==> src/rtl/midori_shared_sequencer.sv <==
// Sequencer and I/O buffer for an N-share Midori64 threshold round core.
// Accepts shared plaintext plus an unshared key, applies the whitening key to
// share 0 only, steps the external core through ROUNDS x ROUND_CYCLES cycles,
// then registers and holds the shared ciphertext until it is accepted.
//
// Handshakes: a transfer happens on a rising edge where valid and ready are
// both high; valid never depends on ready, and ready is a pure function of state.
//
// Optional build macro MIDORI_OUT_ZEROIZE_EN: ciphertext is cleared on the
// output handshake and masked to 0 while out_valid is low, and core_in is
// cleared on entry to HOLD, so no residual shares linger on the buses.
module midori_shared_sequencer #(
    parameter int NSHARES      = 3,
    parameter int ROUNDS       = 16,
    parameter int ROUND_CYCLES = 1
) (
    input  logic                            clk,
    input  logic                            reset,
    input  logic                            in_valid,
    output logic                            in_ready,
    input  logic [64*NSHARES-1:0]           plaintext,
    input  logic [127:0]                    key,
    output logic                            core_start_sel,
    output logic [$clog2(ROUNDS+1)-1:0]     core_round,
    output logic [63:0]                     core_rk,
    output logic [64*NSHARES-1:0]           core_in,
    input  logic [64*NSHARES-1:0]           core_out,
    output logic                            busy,
    output logic                            out_valid,
    input  logic                            out_ready,
    output logic [64*NSHARES-1:0]           ciphertext,
    output logic [1:0]                      dbg_state
);

    localparam int SW = 64 * NSHARES;
    localparam int RW = $clog2(ROUNDS + 1);
    localparam int CW = (ROUND_CYCLES > 1) ? $clog2(ROUND_CYCLES) : 1;
    localparam logic [RW-1:0] LAST_ROUND = RW'(ROUNDS - 1);
    localparam logic [CW-1:0] LAST_CYC   = CW'(ROUND_CYCLES - 1);

    typedef enum logic [1:0] {
        IDLE = 2'd0,
        RUN  = 2'd1,
        HOLD = 2'd2
    } state_t;

    state_t          state_q, state_d;
    logic [127:0]    key_q;
    logic [SW-1:0]   core_in_q;
    logic [SW-1:0]   ct_q;
    logic [RW-1:0]   round_q;
    logic [CW-1:0]   cyc_q;

    logic            accept;
    logic            last_cyc;
    logic            last_round;
    logic            run_done;
    logic            out_hs;
    logic [63:0]     wk_in;
    logic [63:0]     wk_q;

    assign accept     = in_valid && (state_q == IDLE);
    assign last_cyc   = (cyc_q == LAST_CYC);
    assign last_round = (round_q == LAST_ROUND);
    assign run_done   = (state_q == RUN) && last_cyc && last_round;
    assign out_hs     = (state_q == HOLD) && out_ready;

    // Whitening key from the incoming key (for core_in) and the held key (for output).
    assign wk_in = key[127:64] ^ key[63:0];
    assign wk_q  = key_q[127:64] ^ key_q[63:0];

    // Next-state logic for the IDLE -> RUN -> HOLD -> IDLE cycle.
    always_comb begin
        state_d = state_q;
        case (state_q)
            IDLE:    if (in_valid) state_d = RUN;
            RUN:     if (run_done) state_d = HOLD;
            HOLD:    if (out_ready) state_d = IDLE;
            default: state_d = IDLE;
        endcase
    end

    // State register.
    always_ff @(posedge clk) begin
        if (reset) begin
            state_q <= IDLE;
        end else begin
            state_q <= state_d;
        end
    end

    // Datapath: key/plaintext capture, round/cycle counters, ciphertext capture.
    always_ff @(posedge clk) begin
        if (reset) begin
            key_q     <= '0;
            core_in_q <= '0;
            ct_q      <= '0;
            round_q   <= '0;
            cyc_q     <= '0;
        end else begin
            if (accept) begin
                key_q     <= key;
                core_in_q <= plaintext ^ {{(SW-64){1'b0}}, wk_in};
                round_q   <= '0;
                cyc_q     <= '0;
            end
            if (state_q == RUN) begin
                if (last_cyc) begin
                    cyc_q <= '0;
                    if (!last_round) begin
                        round_q <= round_q + RW'(1);
                    end
                end else begin
                    cyc_q <= cyc_q + CW'(1);
                end
                if (run_done) begin
                    ct_q <= core_out ^ {{(SW-64){1'b0}}, wk_q};
`ifdef MIDORI_OUT_ZEROIZE_EN
                    core_in_q <= '0;
`endif
                end
            end
`ifdef MIDORI_OUT_ZEROIZE_EN
            if (out_hs) begin
                ct_q <= '0;
            end
`endif
        end
    end

    assign in_ready       = (state_q == IDLE);
    assign busy           = (state_q != IDLE);
    assign out_valid      = (state_q == HOLD);
    assign core_start_sel = (state_q == RUN) && (round_q == '0) && (cyc_q == '0);
    assign core_round     = round_q;
    // Even rounds use K0, odd rounds K1; key_q is zero after reset so rk reads 0.
    assign core_rk        = round_q[0] ? key_q[63:0] : key_q[127:64];
    assign core_in        = core_in_q;
    assign dbg_state      = state_q;

`ifdef MIDORI_OUT_ZEROIZE_EN
    assign ciphertext = out_valid ? ct_q : '0;
`else
    assign ciphertext = ct_q;
`endif

endmodule

==> config.mk <==
export PLATFORM = sky130hd
export DESIGN_NAME = midori_shared_sequencer
export DESIGN_NICKNAME = d
export VERILOG_FILES = /design/src/rtl/midori_shared_sequencer.sv
export SDC_FILE = /design/constraint.sdc
export NUM_CORES = 1
export LEC_CHECK = 0
export BUFFER_PORTS_ARGS = -buffer_cell sky130_fd_sc_hd__buf_2
export CAP_MARGIN = 10
export CORE_AREA = 5 5 379 381
export DETAILED_ROUTE_END_ITERATION = 7
export DIE_AREA = 0 0 384 386
export SLEW_MARGIN = 20
export SYNTH_ARGS = -nofsm -noshare
export SYNTH_HDL_FRONTEND = slang
export SYNTH_SLANG_ARGS = --single-unit
==> constraint.sdc <==
create_clock -name clk -period 3.97 [get_ports clk]
set_clock_uncertainty 0.1 [all_clocks]
set_input_delay 0.397 -clock clk [delete_from_list [all_inputs] [get_ports clk]]
set_output_delay 0.397 -clock clk [all_outputs]
set_load 0.1 [all_outputs]
Word level (Yosys, flattened, before mapping):

Index checks and enable logic that the tools add are counted.
Widths: inputs -> output; s select.

* bits in writable memories: 0
* word-level logic and storage cells: 42
* memory bits (read-only): 0
* input port bits: 516
* output and inout bits: 459
* bits in latches: 0
* bits in registers: 520
* memories: 0

* order comparisons: 0
* reductions and logical operators: 11
* add/sub/neg operators: 2
* div/mod/pow operators: 0
* shift operators: 0
* muxes and demuxes: 12
* equal/unequal tests: 6
* bitwise operators: 5
* multipliers: 0

Operators with widths (number)
* $xor 192x64->192: 2
* $xor 64x64->64: 2
* $mux 64: 1
* $mux 5: 4
* $mux 2: 3
* $pmux 2 s3: 1
* $add 5x1->5 const B: 1
* $eq 5x4->1 const B: 1
* $logic_and 1x1->1: 5
* $logic_not 5->1: 1
* $ne 2x2->1 const B: 2
* $reduce_bool 2->1: 2
* $mux 1: 3
* $reduce_and 3->1: 1
* $eq 2x1->1 const B: 1
* $eq 2x2->1 const B: 1
* $logic_not 2->1: 1
* $ne 2x1->1 const B: 1
* $reduce_and 2->1: 1
* $add 1x1->1 const B: 1
* $not 1->1: 1

Depth between registers and ports, before layout:

Gate-level depths: netlist of run 1.

* word-level depth: 6
* mapped depth: 7
* depth with buffers taken out: 4

Worst setup path after synthesis of run 1:

Ideal clock, no wire load.

* path kind: flip-flop to output port
* start point: register state_q[0], in the netlist dbg_state[0]
* end point: output core_start_sel
* arrival: 3849 ps
* cell stages (with the launch flop): 6
* slack: -376 ps
* data required time: 3473 ps
* buffers on the path: 2
* path through: dfxtp_1 > nor2b_1 > clkbuf_1 > clkbuf_1 > nand3b_1 > nor3_1

* longest elaborated chain between the ends: 3

Ends and longest elaborated chain
* from (decl): line 47 `state_t state_q, state_d;`
* from (signal assigned): line 88 `state_q <= state_d;`
* $eq 2x1->1: line 134 `assign core_start_sel = (state_q == RUN) && (round_q == '0) && (cyc_q == '0);`
* $logic_and 1x1->1 (2 in a row): line 134
* to (decl): line 23 `output logic core_start_sel,`

No other way between the ends.

Worst setup path after layout of run 1:

* start point: register round_q[0], in the netlist core_round[0]
* end point: output core_rk[8]

* longest elaborated chain between the ends: 1

Ends and longest elaborated chain
* from (decl): line 51 `logic [RW-1:0] round_q;`
* from (signal assigned): line 111 `round_q <= round_q + RW'(1);`
* $mux 64: line 137 `assign core_rk = round_q[0] ? key_q[63:0] : key_q[127:64];`
* to (decl): line 25 `output logic [63:0] core_rk,`

No other way between the ends.

==> results.yml, run 1 <==
hold_path:
  hold_path_depth: 2
  hold-path-endpoint: "key_q[19]"
  holdCritStartpoint: "reset"
  holdCritPathClass: "primary input to register"
die:
  die_width_microns: 384
  rows: 138
  io_pins: 975
  coreArea_sq_um: 140000
  start_util_pct: 15.4
  dieArea_sq_um: 148000
  die_h_microns: 386
cts:
  cts_sinks: 519
  path_clk_slew_ns: 0.06
  clock-root-buffer: "clkbuf_16"
  cts_post_setup_buffers_inserted: 0
  h-tree-depth: 2
  clock_tree.buffer_depth: 3
  cts_buffers: 61
  clk_latency_ns: 0.69
  cts_tree: "built"
global_routing:
  grt_antenna_before_repair: 48
  grt_pass1_vias: 23600
  grt-ovfl-total: 0
  grt_first_pass_wirelength_microns: 167000
  grt_use_total_pct: 15.2
  grt_max_degree: 163
worst_setup_path:
  cp_max_fo: 68
  critPathKind: "register to primary output"
  worst_setup_path_end_kind: "primary output"
  ff2ff_path_depth: 6
  required_ns: 3.47
  critPathArrivalTime_ns: 2.38
  start_kind: "register"
  critPathMaxStageDelay_ns: 0.43
  r2r_slack_ns: 1.41
  cp_slowest_cell: "buf_2"
  critical_path.cell_chain: "buf_12 -> mux2_2 -> buf_2"
  rr_endpoint: "ciphertext[4]"
  rr_startpoint: "core_round[1]"
synth:
  avgSynthCellArea_sq_um: 8.66
  syn-instance-count: 2496
  ys_top_cells_by_area: "dfxtp_1 (48%), a21oi_1 (9.0%), nand2_1 (8.9%)"
  synth_top_area_cell: "dfxtp_1"
  async_flop_share_pct: 0
  yosysTopAreaCellShare_pct: 48.1
  syn_area_sq_um: 21600
  synth.most_common_cell: "dfxtp_1"
  synth_nets: 3014
  ys_ff_latch: 519
  synth_cell_types: 33
  synth_common_cells: "dfxtp_1 (519), nand2_1 (512), a21oi_1 (387)"
  yosysSeqAreaShare_pct: 48.1
  synth_top_flop_cell: "dfxtp_1"
  yosysWarnings: 0
  synth-edff-count: 0
drt:
  dr_total_vias: 23700
  antenna_left: 0
  drt_iter0_markers: 1620
  post_drt_wl_per_cell_microns: 21.1
  drcViolationCount: 0
  wl_microns: 121000
  viasPerCell: 4.14
  first_pass_iters: 6
layout:
  final_util_pct: 24.6
  area_delta_synth_final_pct: 59.9
  drive_above_1_share_pct: 32.3
  n_fill_cell: 15200
  final_nets: 4281
timing:
  period_share_pct: 72.4
  fin_setup_tns_ns: 0
  tightest_slew_ns: 1.26
  setup_viol: 0
  max_freq_ghz: 0.348
  drv_slew: 0
  period_needed_ns: 2.87
  hold_viol: 0
  relSlewSlack_pct: 15.9
  grt_setup_unrepaired: "false"
placed_design:
  finalWeightedCongestion: 0.908
  dpl.hpwl_microns: 89700
  numPortBuffers: 974
power:
  power_density_nw_per_um2: 428
  p_leak_nw: 14.6
  ir_drop_mv: 0.342
status:
  status: "completed"
job:
  cap_violations: 0
==> sequential cells by signal (all words and copies together) (netlist names) <==
signal      count
core_round      5
dbg_state       2
core_in       192
ciphertext    192
key_q         128
==> power breakdown <==
part           total, W  leakage [nW]  switching, W  internal [W]
clock network   0.00571         0.964       0.00249       0.00322
registers       0.00558          4.23      0.000150       0.00543
logic           0.00351          9.39       0.00252      0.000981
==> timing repair <==
item | CTS | global route
hold endpoints to repair | 441 | 0
gates resized for setup | 0 | 0
hold buffers | 410 | 0
endpoints found under the setup margin | 0 | 0
==> metrics by stage <==
| stage | hold slack [ns] | total power, W | std cells | setup WS [ns] | cell area (sq um) |
|---|---|---|---|---|---|
| CTS | 0.00173 | 0.0150 | 5703 | 1.11 | 34500 |
| global placement | 0.338 | 0.00883 | 5180 | 1.52 | 28400 |
| floorplan | 0.358 | 0.00791 | 2496 | 0.408 | 21600 |
| finish | 0.0484 | 0.0148 | 5732 | 1.10 | 34600 |
| detailed placement | 0.344 | 0.00884 | 5180 | 1.44 | 28400 |
| global route | 0.0291 | 0.0154 | 5725 | 1.08 | 34500 |
==> how the worst max path moves through the flow <==
stage,slack [ns],startpoint,to
floorplan,0.41,dbg_state[0],busy
global placement,1.52,core_round[1],ciphertext[1]
detailed placement,1.44,core_round[1],ciphertext[3]
CTS,1.11,core_round[0],core_rk[5]
global route,1.08,core_round[0],core_rk[8]
finish,1.10,core_round[0],core_rk[8]
==> per-layer routing <==
metal / wire length [microns] / GRT usage, %
met2: 56100 / 24.5
met4: 5080 / 6.32
met1: 47500 / 18.1
met3: 12200 / 5.59
met5: 106 / 0
==> final cells by class <==
cell class	count	area, sq um	area share (%)
antenna	29	72.6	0.210
clock buffer	86	1670	4.83
clock inverter	27	333	0.963
inverter	3	11.3	0.0326
multi-input combinational	1765	10400	30.0
sequential	519	10400	30.1
tap	1890	2360	6.84
timing repair buffer	1413	9340	27.0
==> cell usage in the layout, fill, tap and decap left out, drive strengths merged <==
cell,n
ha,2
nand3,130
or3b,1
nand2b,68
clkbuf,86
dlygate4sd3,410
dfxtp,519
clkinv,16
nand3b,65
o31ai,1
a21oi,387
nor2,2
mux2,64
diode,29
and4b,1
nor3b,2
nand4b,1
clkinvlp,4
inv,6
nand4,2
or4,1
xor2,128
o211ai,2
nor3,2
a31oi,1
xnor2,129
buf,1003
or3,2
o21ba,1
o21ai,193
o22ai,64
bufinv,4
nor2b,3
nand2,512
o32ai,1
==> worst max-delay path, delay by kind of cell, from the launching register on <==
family | cells | cell delay [ns]
flip-flops | 1 | 0.36
buffers and inverters | 2 | 0.70
multiplexers | 1 | 0.33
==> kinds of logic after synthesis <==
kind of cell               synth area share [%]
DFF                                        48.1
buffers and inverters                      4.17
xor gates and xnor gates                   10.4
adders and majority gates                 0.116
and+or+nand+nor                            16.6
AOI/OAI and AO/OA                          17.2
muxes                                      3.33
Note: power is estimated with default switching activity, not from simulation.
==> run 2: changes to the inputs <==
==> constraint.sdc (replaced) <==
create_clock -name clk -period 2.6 [get_ports clk]
set_clock_uncertainty 0.1 [all_clocks]
set_input_delay 0.26 -clock clk [delete_from_list [all_inputs] [get_ports clk]]
set_output_delay 0.26 -clock clk [all_outputs]
set_load 0.1 [all_outputs]
==> run 2 against run 1 <==
  * Critical path depth is the same
  * First-iteration DRC count grew 5.3%
  * Register-to-register slack lost 1.3 ns
  * Clock-buffer cell count grew 1
  * Critical path type unchanged
  * Die area is the same
  * Final area grew 5.3%
  * Combinational power grew 60%
  * Sequential share of layout area shrank 1.5 points
==> results.yml, run 2 (synthesized netlist as in run 1, its figures left out) <==
global_routing:
  grt_antenna_before_repair: 40
  grt_max_degree: 180
  grt-ovfl-total: 0
  grt_pass1_vias: 24500
  grt_first_pass_wirelength_microns: 168000
  grt_use_total_pct: 15.2
drt:
  drt_iter0_markers: 1706
  wl_microns: 121000
  antenna_left: 0
  first_pass_iters: 5
  dr_total_vias: 24400
  drcViolationCount: 0
  viasPerCell: 4.15
  post_drt_wl_per_cell_microns: 20.5
cts:
  clock_tree.buffer_depth: 3
  h-tree-depth: 2
  clock-root-buffer: "clkbuf_16"
  cts_post_setup_buffers_inserted: 0
  cts_tree: "built"
  path_clk_slew_ns: 0.06
  cts_buffers: 61
  clk_latency_ns: 0.65
  cts_sinks: 519
layout:
  final_nets: 4431
  final_cell_mix: "buf_2 (937), dlygate4sd3_1 (535), dfxtp_1 (517)"
  final_common_cell: "buf_2"
  area_delta_synth_final_pct: 68.4
  final_util_pct: 26.0
  final_cells: 5886
  drive_above_1_share_pct: 31.9
worst_setup_path:
  critPathKind: "register to primary output"
  cp_max_fo: 68
  critPathMaxStageDelay_ns: 0.43
  start_kind: "register"
  cp_slowest_cell: "mux2_2"
  worst_setup_path_end_kind: "primary output"
  required_ns: 2.24
  critical_path.cell_chain: "buf_16 -> mux2_2 -> buf_4"
  critPathArrivalTime_ns: 2.20
timing:
  hold_viol: 0
  relSlewSlack_pct: 38.3
  max_freq_ghz: 0.391
  fin_setup_tns_ns: 0
  drv_slew: 0
  setup_viol: 0
  fin_ws_ns: 0.0438
  period_needed_ns: 2.56
  grt_setup_unrepaired: "false"
  tightest_slew_ns: 0.926
  period_share_pct: 98.3
job:
  cap_violations: 0
power:
  ir_drop_mv: 0.520
  power_density_nw_per_um2: 643
  p_leak_nw: 15.4
die:
  dieArea_sq_um: 148000
  io_pins: 975
  rows: 138
  start_util_pct: 15.4
  die_width_microns: 384
  die_h_microns: 386
  coreArea_sq_um: 140000
hold_path:
  holdCritPathClass: "primary input to register"
status:
  status: "completed"
placed_design:
  dpl.hpwl_microns: 89500
  finalWeightedCongestion: 0.900
  dp_cells: 5205
  numPortBuffers: 974
  pre_cts_ws_ns: 0.510
run 2: area by class of cell:
cell class | instances | area (sq um)
fill | 14900 | 104000
timing repair buffer | 1563 | 11000
sequential | 519 | 10400
multi-input combinational | 1765 | 10400
tap | 1890 | 2360
clock buffer | 87 | 1750
clock inverter | 26 | 385
antenna | 33 | 82.6
inverter | 3 | 11.3
run 2: power by group:
group / total [W] / internal (W) / switching (W)
registers: 0.00853 / 0.00829 / 0.000236
logic: 0.00562 / 0.00171 / 0.00390
clock network: 0.00927 / 0.00550 / 0.00377
run 2: final timing paths:
check                     start       endpoint  slack, ns  cells past startpoint
setup / recovery  core_round[0]    core_rk[15]       0.04                      3
hold / removal      core_out[7]  ciphertext[7]       0.08                      4
setup reg to reg   dbg_state[1]    core_in[51]       0.14                      6
hold reg to reg    core_in[107]   core_in[107]       0.35                      2
run 2: critical path: cells and delay by family (launching register included):
kind | cells | cell delay (ns)
mux | 1 | 0.43
flops | 1 | 0.37
buf+inv | 2 | 0.51
run 2: repair_timing:
| item | in CTS | in global routing |
|---|---|---|
| resized for setup | 22 | 23 |
| pin swaps | 0 | 0 |
| hold buffers | 535 | 0 |
| endpoints found under the hold margin | 511 | 0 |
| endpoints found under the setup margin | 34 | 15 |
| cloned | 0 | 0 |
run 2: metrics by stage:
step | hold WS, ns | total power, W | cell area, sq um
after floorplan | 0.296 | 0.0121 | 21600
final | 0.0833 | 0.0234 | 36400
after global routing | 0.0525 | 0.0243 | 36400
after CTS | 0.0116 | 0.0237 | 36300
after global placement | 0.339 | 0.0135 | 28700
after detailed placement | 0.343 | 0.0135 | 28700
run 2: per-layer routing:
metal / up-vias / GRT usage (%) / wire, microns
met2: 1241 / 24.9 / 56300
li1: 11300 / - / -
met1: 11500 / 17.4 / 45500
met3: 361 / 5.90 / 12900
met4: 10 / 7.06 / 5880
met5: - / 0 / 56
